$ cat src/rtl/arc4_pkg.sv
// Shared types and constants for the RC4 decrypt engine.
package arc4_pkg;

  localparam int S_DEPTH = 256;

  typedef logic [7:0] byte_t;

  typedef enum logic [2:0] {
    ST_IDLE,
    ST_INIT,
    ST_KSA,
    ST_DROP,
    ST_LEN,
    ST_PRGA
  } arc4_state_t;

endpackage

$ cat src/rtl/arc4_key_sel.sv
// Variable-length key byte selector: wrapping key-byte pointer plus byte mux.
module arc4_key_sel
  import arc4_pkg::*;
#(
  parameter int KEY_BYTES = 3
) (
  input  logic                             clk,
  input  logic                             rst,
  input  logic [8*KEY_BYTES-1:0]           key,
  input  logic [$clog2(KEY_BYTES+1)-1:0]   key_len,
  input  logic                             clear,
  input  logic                             step,
  output byte_t                            key_byte
);

  localparam int LEN_W = $clog2(KEY_BYTES + 1);
  localparam int KP_W  = (KEY_BYTES > 1) ? $clog2(KEY_BYTES) : 1;

  logic [KP_W-1:0] kp;
  logic            kp_last;

  // Wrap by comparing kp+1 against key_len, which avoids a modulo divider.
  assign kp_last = (LEN_W'(kp) + LEN_W'(1)) == key_len;

  always_ff @(posedge clk) begin
    if (rst || clear) begin
      kp <= '0;
    end else if (step) begin
      kp <= kp_last ? '0 : kp + KP_W'(1);
    end
  end

  // NOTE: every variable in an always_comb gets a default first, so no path leaves it unassigned and no latch is inferred.
  always_comb begin
    key_byte = '0;
    for (int b = 0; b < KEY_BYTES; b++) begin
      if (kp == KP_W'(b)) key_byte = key[8*(KEY_BYTES-1-b) +: 8];
    end
  end

endmodule

$ cat src/rtl/arc4_engine.sv
// RC4 decrypt engine: INIT -> KSA -> optional keystream drop -> LEN -> PRGA over an external S-memory.
module arc4_engine
  import arc4_pkg::*;
#(
  parameter int KEY_BYTES = 3,
  parameter int DROP_W    = 10
) (
  input  logic                           clk,
  input  logic                           rst,
  input  logic                           en,
  output logic                           rdy,
  input  logic                           abort,
  input  logic [8*KEY_BYTES-1:0]         key,
  input  logic [$clog2(KEY_BYTES+1)-1:0] key_len,
  input  logic [DROP_W-1:0]              drop_n,
  output logic [7:0]                     s_addr,
  output logic [7:0]                     s_wrdata,
  output logic                           s_wren,
  input  logic [7:0]                     s_rddata,
  output logic [7:0]                     ct_addr,
  input  logic [7:0]                     ct_rddata,
  output logic [7:0]                     pt_addr,
  output logic [7:0]                     pt_wrdata,
  output logic                           pt_wren,
  output logic                           done,
  output logic                           err
);

  localparam int    LEN_W    = $clog2(KEY_BYTES + 1);
  localparam byte_t LAST_IDX = byte_t'(S_DEPTH - 1);

  arc4_state_t              state;
  logic [2:0]               ph;
  byte_t                    i_r, j_r, si_r, sj_r, k_r, len_r;
  logic [DROP_W-1:0]        dcnt, drop_r;
  logic [8*KEY_BYTES-1:0]   key_r;
  logic [LEN_W-1:0]         key_len_r;
  byte_t                    key_byte, j_step;
  logic                     bad_len;

  assign bad_len = (key_len == '0) || (key_len > LEN_W'(KEY_BYTES));

  arc4_key_sel #(.KEY_BYTES(KEY_BYTES)) u_key_sel (
    .clk      (clk),
    .rst      (rst),
    .key      (key_r),
    .key_len  (key_len_r),
    .clear    (state == ST_IDLE),
    .step     (state == ST_KSA && ph == 3'd3),
    .key_byte (key_byte)
  );

  // S[i] arrives this cycle; the key byte only participates during KSA.
  assign j_step = j_r + s_rddata + ((state == ST_KSA) ? key_byte : 8'd0);

  // Memory ports are decoded combinationally: j and the swap data depend on read data returned in the same cycle.
  always_comb begin
    s_addr    = '0;
    s_wrdata  = '0;
    s_wren    = 1'b0;
    ct_addr   = '0;
    pt_addr   = '0;
    pt_wrdata = '0;
    pt_wren   = 1'b0;
    unique case (state)
      ST_INIT: begin
        s_addr   = i_r;
        s_wrdata = i_r;
        s_wren   = 1'b1;
      end
      ST_KSA, ST_DROP, ST_PRGA: begin
        unique case (ph)
          3'd0: s_addr = i_r;
          3'd1: s_addr = j_step;
          3'd2: begin
            s_addr   = i_r;
            s_wrdata = s_rddata;
            s_wren   = 1'b1;
          end
          3'd3: begin
            s_addr   = j_r;
            s_wrdata = si_r;
            s_wren   = 1'b1;
          end
          3'd4: begin
            s_addr  = si_r + sj_r;
            ct_addr = k_r;
          end
          3'd5: begin
            pt_addr   = k_r;
            pt_wrdata = ct_rddata ^ s_rddata;
            pt_wren   = 1'b1;
          end
          default: ;
        endcase
      end
      ST_LEN: begin
        if (ph != 3'd0) begin
          pt_wrdata = ct_rddata;
          pt_wren   = 1'b1;
        end
      end
      default: ;
    endcase
  end

  // NOTE: sequential state uses non-blocking assignments so every register samples pre-edge values regardless of statement order.
  always_ff @(posedge clk) begin
    if (rst) begin
      state     <= ST_IDLE;
      ph        <= '0;
      i_r       <= '0;
      j_r       <= '0;
      si_r      <= '0;
      sj_r      <= '0;
      k_r       <= '0;
      len_r     <= '0;
      dcnt      <= '0;
      drop_r    <= '0;
      key_r     <= '0;
      key_len_r <= '0;
      rdy       <= 1'b1;
      done      <= 1'b0;
      err       <= 1'b0;
    end else begin
      done <= 1'b0;
      err  <= 1'b0;
      if (abort && state != ST_IDLE) begin
        state <= ST_IDLE;
        ph    <= '0;
        rdy   <= 1'b1;
      end else begin
        unique case (state)
          ST_IDLE: begin
            if (en) begin
              if (bad_len) begin
                err <= 1'b1;
              end else begin
                key_r     <= key;
                key_len_r <= key_len;
                drop_r    <= drop_n;
                state     <= ST_INIT;
                rdy       <= 1'b0;
                ph        <= '0;
                i_r       <= '0;
                j_r       <= '0;
              end
            end
          end
          ST_INIT: begin
            i_r <= i_r + 8'd1;
            if (i_r == LAST_IDX) state <= ST_KSA;
          end
          ST_KSA, ST_DROP, ST_PRGA: begin
            ph <= ph + 3'd1;
            if (ph == 3'd1) begin
              j_r  <= j_step;
              si_r <= s_rddata;
            end
            if (ph == 3'd2) sj_r <= s_rddata;
            if (ph == 3'd3 && state == ST_KSA) begin
              ph  <= '0;
              i_r <= i_r + 8'd1;
              if (i_r == LAST_IDX) begin
                j_r <= '0;
                if (drop_r != '0) begin
                  state <= ST_DROP;
                  i_r   <= 8'd1;
                  dcnt  <= drop_r;
                end else begin
                  state <= ST_LEN;
                  i_r   <= '0;
                end
              end
            end
            if (ph == 3'd3 && state == ST_DROP) begin
              ph   <= '0;
              dcnt <= dcnt - DROP_W'(1);
              // i is left as-is on exit; the LEN->PRGA step does the next increment.
              if (dcnt == DROP_W'(1)) state <= ST_LEN;
              else                    i_r   <= i_r + 8'd1;
            end
            if (ph == 3'd5) begin
              ph <= '0;
              if (k_r == len_r) begin
                state <= ST_IDLE;
                done  <= 1'b1;
                rdy   <= 1'b1;
              end else begin
                k_r <= k_r + 8'd1;
                i_r <= i_r + 8'd1;
              end
            end
          end
          ST_LEN: begin
            if (ph == 3'd0) begin
              ph <= 3'd1;
            end else begin
              ph    <= '0;
              len_r <= ct_rddata;
              if (ct_rddata == 8'd0) begin
                state <= ST_IDLE;
                done  <= 1'b1;
                rdy   <= 1'b1;
              end else begin
                state <= ST_PRGA;
                k_r   <= 8'd1;
                i_r   <= i_r + 8'd1;
              end
            end
          end
          default: state <= ST_IDLE;
        endcase
      end
    end
  end

endmodule

$ cat config.mk
export PLATFORM = sky130hd
export DESIGN_NAME = arc4_engine
export DESIGN_NICKNAME = d
export VERILOG_FILES = /design/src/rtl/arc4_pkg.sv /design/src/rtl/arc4_key_sel.sv /design/src/rtl/arc4_engine.sv
export SDC_FILE = /design/constraint.sdc
export NUM_CORES = 1
export LEC_CHECK = 0
export BUFFER_PORTS_ARGS = -buffer_cell sky130_fd_sc_hd__buf_2
export CORE_ASPECT_RATIO = 1.1
export CORE_MARGIN = 3
export CORE_UTILIZATION = 40
export DETAILED_ROUTE_END_ITERATION = 10
export PLACE_DENSITY = 0.59
export SKIP_CTS_REPAIR_TIMING = 1
export SYNTH_ARGS = -nofsm -noshare
export SYNTH_HDL_FRONTEND = slang
export SYNTH_HIERARCHICAL = 1
export SYNTH_SLANG_ARGS = --single-unit
$ cat constraint.sdc
create_clock -name clk -period 4.49 [get_ports clk]
set_input_delay 0.449 -clock clk [delete_from_list [all_inputs] [get_ports clk]]
set_output_delay 0.449 -clock clk [all_outputs]
set_load 0.02 [all_outputs]
==> impl_metrics.env, run 1 <==
export IMPL_outcome="completed"
export IMPL_hp_class="in -> reg"
export IMPL_hold_viol=0
export IMPL_dr_total_vias=6619
export IMPL_combPwrFrac_pct=27.2
export IMPL_io_buffer_count=100
export IMPL_numCtsBuffers=9
export IMPL_yosys_cell_types_count=75
export IMPL_synthCells=887
export IMPL_grt_pass1_vias=5926
export IMPL_crit_path_end_kind="output port"
export IMPL_syn_avg_cell_area_sq_um=7.61
export IMPL_die_width_um=130
export IMPL_grtUsageMet2_pct=33.5
export IMPL_vdd_drop_max_v=0.000260
export IMPL_grt_use_total_pct=20.8
export IMPL_ys_warn_count=6
export IMPL_core_area_sq_um=16400
export IMPL_top_usage_layer="met2"
export IMPL_cts_max_level=3
export IMPL_clkTransAtPathRegs_ps=80
export IMPL_grt_antenna_before_repair=0
export IMPL_p_leak_nw=3.09
export IMPL_use_met3_pct=4.17
export IMPL_drt_iter0_drc=338
export IMPL_drc_errors=0
export IMPL_first_pass_iters=5
export IMPL_intPower_mw=1.61
export IMPL_power_mw=2.53
export IMPL_setup_viol=0
export IMPL_grt_max_degree=45
export IMPL_fillers=1695
export IMPL_cellPowerDensity_nw_per_um2=325
export IMPL_wl_per_cell_um=16.7
export IMPL_initial_core_util_pct=41.1
export IMPL_postLayoutCellArea_sq_um=7780
export IMPL_post_dp_cell_area_sq_um=7380
export IMPL_synth_edf_count=0
export IMPL_place_hpwl_um=14600
export IMPL_critPathMaxStageDelay_ps=490
export IMPL_path_max_fanout=8
export IMPL_slew_violations=0
export IMPL_rows=49
export IMPL_placedCellCount=1157
export IMPL_fmax_ghz=0.233
export IMPL_fin_crit_sh_pct=95.8
export IMPL_crit_slowest_cell="fa_1"
export IMPL_multi_input_area_sq_um=4420
export IMPL_worst_pin_slew_ps=1150
export IMPL_synth_seq_cells=105
export IMPL_clk_latency_ps=360
export IMPL_viasPerCell=5.64
export IMPL_period_minus_slack_ps=4300
export IMPL_synth_ff_type="dfxtp_1"
export IMPL_die_area_sq_um=18500
export IMPL_synth_fp_nets=979
export IMPL_nNetsFinal=1057
export IMPL_rsz0062_at_grt="yes"
export IMPL_met1_usage_pct=29.1
export IMPL_max_cap_violations=0
export IMPL_ant_nets=0
export IMPL_p_switching_mw=0.912
export IMPL_antenna_cells=0
export IMPL_tritoncts="yes"
export IMPL_max_clock_path_buffers=2
export IMPL_hold_ws_ps=294
export IMPL_clkPwrFrac_pct=32.1
export IMPL_cp_arrival_ps=3850
export IMPL_slew_headroom_pct=23.0
export IMPL_synth_area_sq_um=6750
export IMPL_clock_sinks=105
export IMPL_wl_um=19600
export IMPL_worstPathRequired_ps=4040
export IMPL_regArea_sq_um=2110
export IMPL_final_layout_size_suffix_gt1_share_pct=17.8
export IMPL_path_cells="inv_2, ha_4, and3b_2, a21oi_1, o21ai_0, and2_1, fa_1, ha_2, inv_1, fa_2, nand2b_4, a21oi_4, o22ai_2, xnor2_2, a21oi_2, a221oi_2, buf_4"
export IMPL_tns_ps=0
export IMPL_worstSetupPathType="reg -> out"
export IMPL_async_reset_ff_share_pct=0
export IMPL_netSwitchingFraction_pct=36.1
export IMPL_startpoint_type="flip-flop"
export IMPL_area_growth_pct=15.2
export IMPL_seqPwrFrac_pct=40.7
export IMPL_layoutNonFillerInstCount=1174
export IMPL_synth_seq_area_share_pct=31.1
export IMPL_ios=101
export IMPL_gr_total_overflow=0
export IMPL_grt_pass1_wl_um=30900
export IMPL_die_y_um=142
export IMPL_gp_congestion=0.876
export IMPL_clock_root_buffer="clkbuf_16"
export IMPL_finalClockSkew_ps=10.3
worst paths after layout:
path                                      start         to  slack, ps  cells past startpoint
worst min register to register        key_r[17]  key_r[17]        460                      2
worst max-delay path            u_key_sel/kp[0]  s_addr[7]        190                     17
worst min-delay path                 key_len[1]        err        290                      2
worst max register to register  u_key_sel/kp[0]     j_r[7]       1290                     16
synthesized netlist by cell type, types with 5 or more instances:
master,count,area share [%]
xor2_1,5,0.65
dfxtp_1,105,31
o21ai_0,63,4.7
xnor2_1,18,2.3
nor3_1,17,1.3
and2_1,17,1.6
clkbuf_1,28,1.6
nand4_1,8,0.74
o21ai_1,6,0.44
a22oi_1,19,2.1
buf_2,11,0.82
and3b_2,6,0.89
nor3b_1,6,0.67
a311oi_1,5,0.65
a21oi_1,96,7.1
fa_1,9,2.7
nand2b_1,9,0.83
ha_1,27,5.0
a22o_1,8,1.0
nand2_1,139,7.7
a31oi_1,9,0.83
and3_1,12,1.1
nor4_1,12,1.1
mux2i_1,18,2.7
a211oi_1,10,1.1
nand3_1,23,1.7
nor2_1,87,4.8
inv_1,26,1.4
cells by family (layout without fill, tap and decap cells):
kind of cell / after synthesis / in the layout / synth area share, %
AO/OA/AOI/OAI: 262 / 262 / 24.1
adder cells (fa/ha/maj): 36 / 36 / 7.67
buffers and inverters: 72 / 155 / 4.67
AND/OR/NAND/NOR: 370 / 370 / 26.7
multiplexers: 19 / 19 / 2.83
XOR/XNOR: 23 / 23 / 2.98
flip-flops: 105 / 105 / 31.1
cell usage in the layout (no fill, tap or decap), types with 17 or more instances in the layout:
master,n
nand2_1,139
dfxtp_1,104
buf_2,99
a21oi_1,94
nor2_1,86
o21ai_0,63
inv_1,24
nand3_1,23
ha_1,23
a22oi_1,19
mux2i_1,18
and2_1,17
xnor2_1,17
metal layers:
metal / wire, um / vias to the layer above / part of all wire (%)
met2: 8920 / 197 / 46
met3: 1090 / 14 / 5.6
li1: - / 3324 / -
met1: 9380 / 3084 / 48
met5: 0 / - / 0
met4: 178 / 0 / 0.91
flip-flops by register name, summed over array words and instances (netlist names), 2 cells and up:
signal	flops
ph	3
sj_r	8
drop_r	10
j_r	8
key_len_r	2
si_r	8
dcnt	10
i_r	8
k_r	8
u_key_sel/kp	2
key_r	24
state	3
len_r	8
worst max-delay path: cells and delay by family, from the launching register on:
kind                     cells  cell delay (ps)
XOR/XNOR                     1              200
flip-flops                   1              380
AND/OR/NAND/NOR              3              520
buffers and inverters        3              310
AO/OA/AOI/OAI                6              860
adder cells (fa/ha/maj)      4             1200
power by group through the flow:
stage | registers, mW | logic, mW | clock network, mW
floorplan | 1.05 | 0.471 | 0
global placement | 1.05 | 0.679 | 0
detailed placement | 1.05 | 0.681 | 0
CTS | 1.03 | 0.683 | 0.838
global route | 1.04 | 0.767 | 0.868
finish | 1.03 | 0.687 | 0.810
area by class of cell:
type | instances | area share [%]
tap | 204 | 3.28
clock inverter | 6 | 0.837
inverter | 27 | 1.30
sequential | 105 | 27.1
multi-input combinational | 710 | 56.8
clock buffer | 10 | 3.07
timing repair buffer | 112 | 7.63
stage by stage:
stage	utilization (%)	setup slack, ps
finish	47.3	190
global route	47.3	-32.8
detailed placement	44.9	237
global placement	44.9	286
floorplan	-	501
CTS	46.8	-170
Power figures use the tool's default switching activity.
==> run 2, diff against run 1 <==
--- a/config.mk
+++ b/config.mk
@@ -5,12 +5,13 @@
 export SDC_FILE = /design/constraint.sdc
 export NUM_CORES = 1
 export LEC_CHECK = 0
+export ABC_AREA = 1
 export BUFFER_PORTS_ARGS = -buffer_cell sky130_fd_sc_hd__buf_2
 export CORE_ASPECT_RATIO = 1.1
 export CORE_MARGIN = 3
 export CORE_UTILIZATION = 40
 export DETAILED_ROUTE_END_ITERATION = 10
-export PLACE_DENSITY = 0.59
+export PLACE_DENSITY = 0.67
 export SKIP_CTS_REPAIR_TIMING = 1
 export SYNTH_ARGS = -nofsm -noshare
 export SYNTH_HDL_FRONTEND = slang
==> run 2 against run 1 <==
Effect of this change:
- combinational power grew 11%
- fmax grew 4.4%
- power grew 7.8%
- global-route usage grew 0.91 points
- clock power grew 6.4%
- setup slack gained 180 ps
- non-clock buffer count shrank 6
- largest power group unchanged
- highest routed layer unchanged
==> impl_metrics.env, run 2 <==
export IMPL_outcome="completed"
export IMPL_place_hpwl_um=15300
export IMPL_gp_congestion=0.963
export IMPL_placedCellCount=1356
export IMPL_synth_compound_area_share_pct=17.5
export IMPL_tritoncts="yes"
export IMPL_largest_reg_flops=24
export IMPL_final_common_cell="nand2_1"
export IMPL_fillers=1778
export IMPL_reg_top3="key_r x24, dcnt x10, drop_r x10"
export IMPL_multi_input_area_sq_um=4150
export IMPL_grt_pass1_wl_um=32500
export IMPL_regArea_sq_um=2100
export IMPL_grt_pass1_vias=6468
export IMPL_die_area_sq_um=18800
export IMPL_slew_headroom_pct=42.2
export IMPL_nNetsFinal=1230
export IMPL_ios=101
export IMPL_initial_core_util_pct=41.4
export IMPL_grtUsageMet2_pct=33.3
export IMPL_die_y_um=144
export IMPL_use_met3_pct=4.28
export IMPL_synth_area_leader_cell="dfxtp_1"
export IMPL_r2r_start="u_key_sel/kp[0]"
export IMPL_synth_area_sq_um=6880
export IMPL_hp_class="in -> reg"
export IMPL_gr_total_overflow=0
export IMPL_muxShareOfSynthArea_pct=0
export IMPL_met1_usage_pct=30.0
export IMPL_rows=49
export IMPL_first_pass_iters=5
export IMPL_async_reset_ff_share_pct=0
export IMPL_die_width_um=131
export IMPL_fmax_ghz=0.243
export IMPL_grt_use_total_pct=21.7
export IMPL_worst_pin_slew_ps=862
export IMPL_synthCells=1057
export IMPL_p_leak_nw=3.45
export IMPL_antenna_cells=0
export IMPL_crit_start="u_key_sel/kp[0]"
export IMPL_io_buffer_count=100
export IMPL_max_clock_path_buffers=2
export IMPL_slew_violations=0
export IMPL_synthXorXnorAreaFrac_pct=2.55
export IMPL_area_growth_pct=14.2
export IMPL_clk_latency_ps=360
export IMPL_syn_avg_cell_area_sq_um=6.51
export IMPL_synthAdderAreaFrac_pct=7.53
export IMPL_ys_warn_count=6
export IMPL_yosys_cell_types_count=51
export IMPL_netlist_top_cells_area="dfxtp_1, nand2_1, nor2_1"
export IMPL_hold_viol=0
export IMPL_worstPathRequired_ps=4040
export IMPL_rsz0062_at_grt="no"
export IMPL_synth_commonest_cells="nand2_1, nor2_1, dfxtp_1"
export IMPL_synthSimpleGateAreaFrac_pct=32.6
export IMPL_wl_um=20200
export IMPL_startpoint_type="flip-flop"
export IMPL_numCtsBuffers=9
export IMPL_rr_endpoint="j_r[7]"
export IMPL_layoutNonFillerInstCount=1372
export IMPL_tns_ps=0
export IMPL_cellPowerDensity_nw_per_um2=346
export IMPL_synth_fp_nets=1149
export IMPL_synth_top_family_by_area="simple AND/OR/NAND/NOR gates"
export IMPL_final_layout_size_suffix_gt1_share_pct=15.0
export IMPL_drc_errors=0
export IMPL_wl_per_cell_um=14.7
export IMPL_regMostFlops="key_r"
export IMPL_period_minus_slack_ps=4120
export IMPL_crit_path_end_kind="output port"
export IMPL_reg2reg_depth=17
export IMPL_dr_total_vias=7163
export IMPL_synth_seq_cells=105
export IMPL_grt_max_degree=58
export IMPL_max_cap_violations=0
export IMPL_mostFrequentLayoutCells="nand2_1, nor2_1, dfxtp_1"
export IMPL_grt_antenna_before_repair=0
export IMPL_top_usage_layer="met2"
export IMPL_cp_arrival_ps=3670
export IMPL_synth_seq_area_share_pct=30.6
export IMPL_synth_top_area_share_pct=30.6
export IMPL_r2r_setup_slack_ps=1310
export IMPL_worstSetupPathType="reg -> out"
export IMPL_path_max_fanout=9
export IMPL_finalClockSkew_ps=3.55
export IMPL_ant_nets=0
export IMPL_cts_max_level=3
export IMPL_yosysMostFrequentCell="nand2_1"
export IMPL_synth_ff_type="dfxtp_1"
export IMPL_clock_sinks=105
export IMPL_drt_iter0_drc=517
export IMPL_clkTransAtPathRegs_ps=80
export IMPL_clock_root_buffer="clkbuf_16"
export IMPL_core_area_sq_um=16600
export IMPL_vdd_drop_max_v=0.000210
export IMPL_setup_viol=0
export IMPL_viasPerCell=5.22
export IMPL_synth_edf_count=0
export IMPL_endpoint="s_addr[7]"
export IMPL_fin_crit_sh_pct=91.7
==> run 2: changes by cell type after synthesis, sizes merged, moves of 18 or more <==
cell   before  now
a22oi      19    1
inv        26  120
mux2i      18    0
nand2     139  229
nand3      23   79
nor2       91  169
o21ai      70   94
==> run 2: how the worst min path moves through the flow <==
stage / startpoint / to / slack, ps / cells past startpoint
after CTS: drop_n[1] / drop_r[1] / 320 / 3
after global placement: rdy / rdy / 450 / 2
after detailed placement: rdy / rdy / 460 / 2
final: drop_n[1] / drop_r[1] / 330 / 3
after floorplan: dcnt[9] / dcnt[9] / 450 / 2
after global routing: key_len[1] / key_len_r[1] / 350 / 3
==> run 2: layer usage <==
layer | routed length (um) | vias to the layer above
li1 | - | 3623
met1 | 9280 | 3217
met2 | 8710 | 278
met3 | 1590 | 45
met4 | 614 | 0
met5 | 0 | -
==> run 2: critical path, cell delays in order, from the launching register on <==
cell	delay, ps
dfxtp_1	420
ha_1	360
inv_2	130
nand3_1	80
a21oi_1	70
inv_1	60
nor2_1	50
fa_1	490
ha_1	190
inv_1	60
fa_1	410
nor3_1	210
nor2_1	90
nand3_1	90
nand3_1	100
nand3_1	100
nand2_1	70
a21oi_1	150
buf_2	180
==> run 2: through the flow <==
stage	cell area (sq um)	utilization, %	power (mW)	hold slack [ps]	setup WS, ps
6_report	7860	47.3	2.72	332	371
3_5_place_dp	7540	45.4	1.88	460	727
2_1_floorplan	6880	-	1.64	445	989
3_3_place_gp	7540	45.4	1.88	451	797
5_1_grt	7860	47.3	2.89	346	35.1
4_1_cts	7860	47.3	2.74	322	326
==> run 2: final cells by class <==
class / instances / share of cell area, %
flip-flops and latches: 105 / 26.7
clock inverters: 7 / 1.19
clock buffers: 9 / 2.87
inverters: 122 / 5.84
repair buffers: 106 / 6.94
well taps: 229 / 3.65
multi-input cells: 794 / 52.8
==> run 2: kinds of logic (layout without fill, tap and decap cells) <==
family | after synthesis | in the layout
AND/OR/NAND/NOR | 517 | 517
buffers and inverters | 158 | 244
adder cells (fa/ha/maj) | 36 | 36
XOR/XNOR | 20 | 20
AO/OA/AOI/OAI | 221 | 221
flip-flops | 105 | 105
==> run 2: report_power, final <==
| part | switching (mW) | internal [mW] | leakage, nW | total, mW |
|---|---|---|---|---|
| registers | 0.0783 | 1.02 | 0.854 | 1.10 |
| clock network | 0.412 | 0.450 | 0.153 | 0.862 |
| logic | 0.536 | 0.228 | 2.45 | 0.764 |
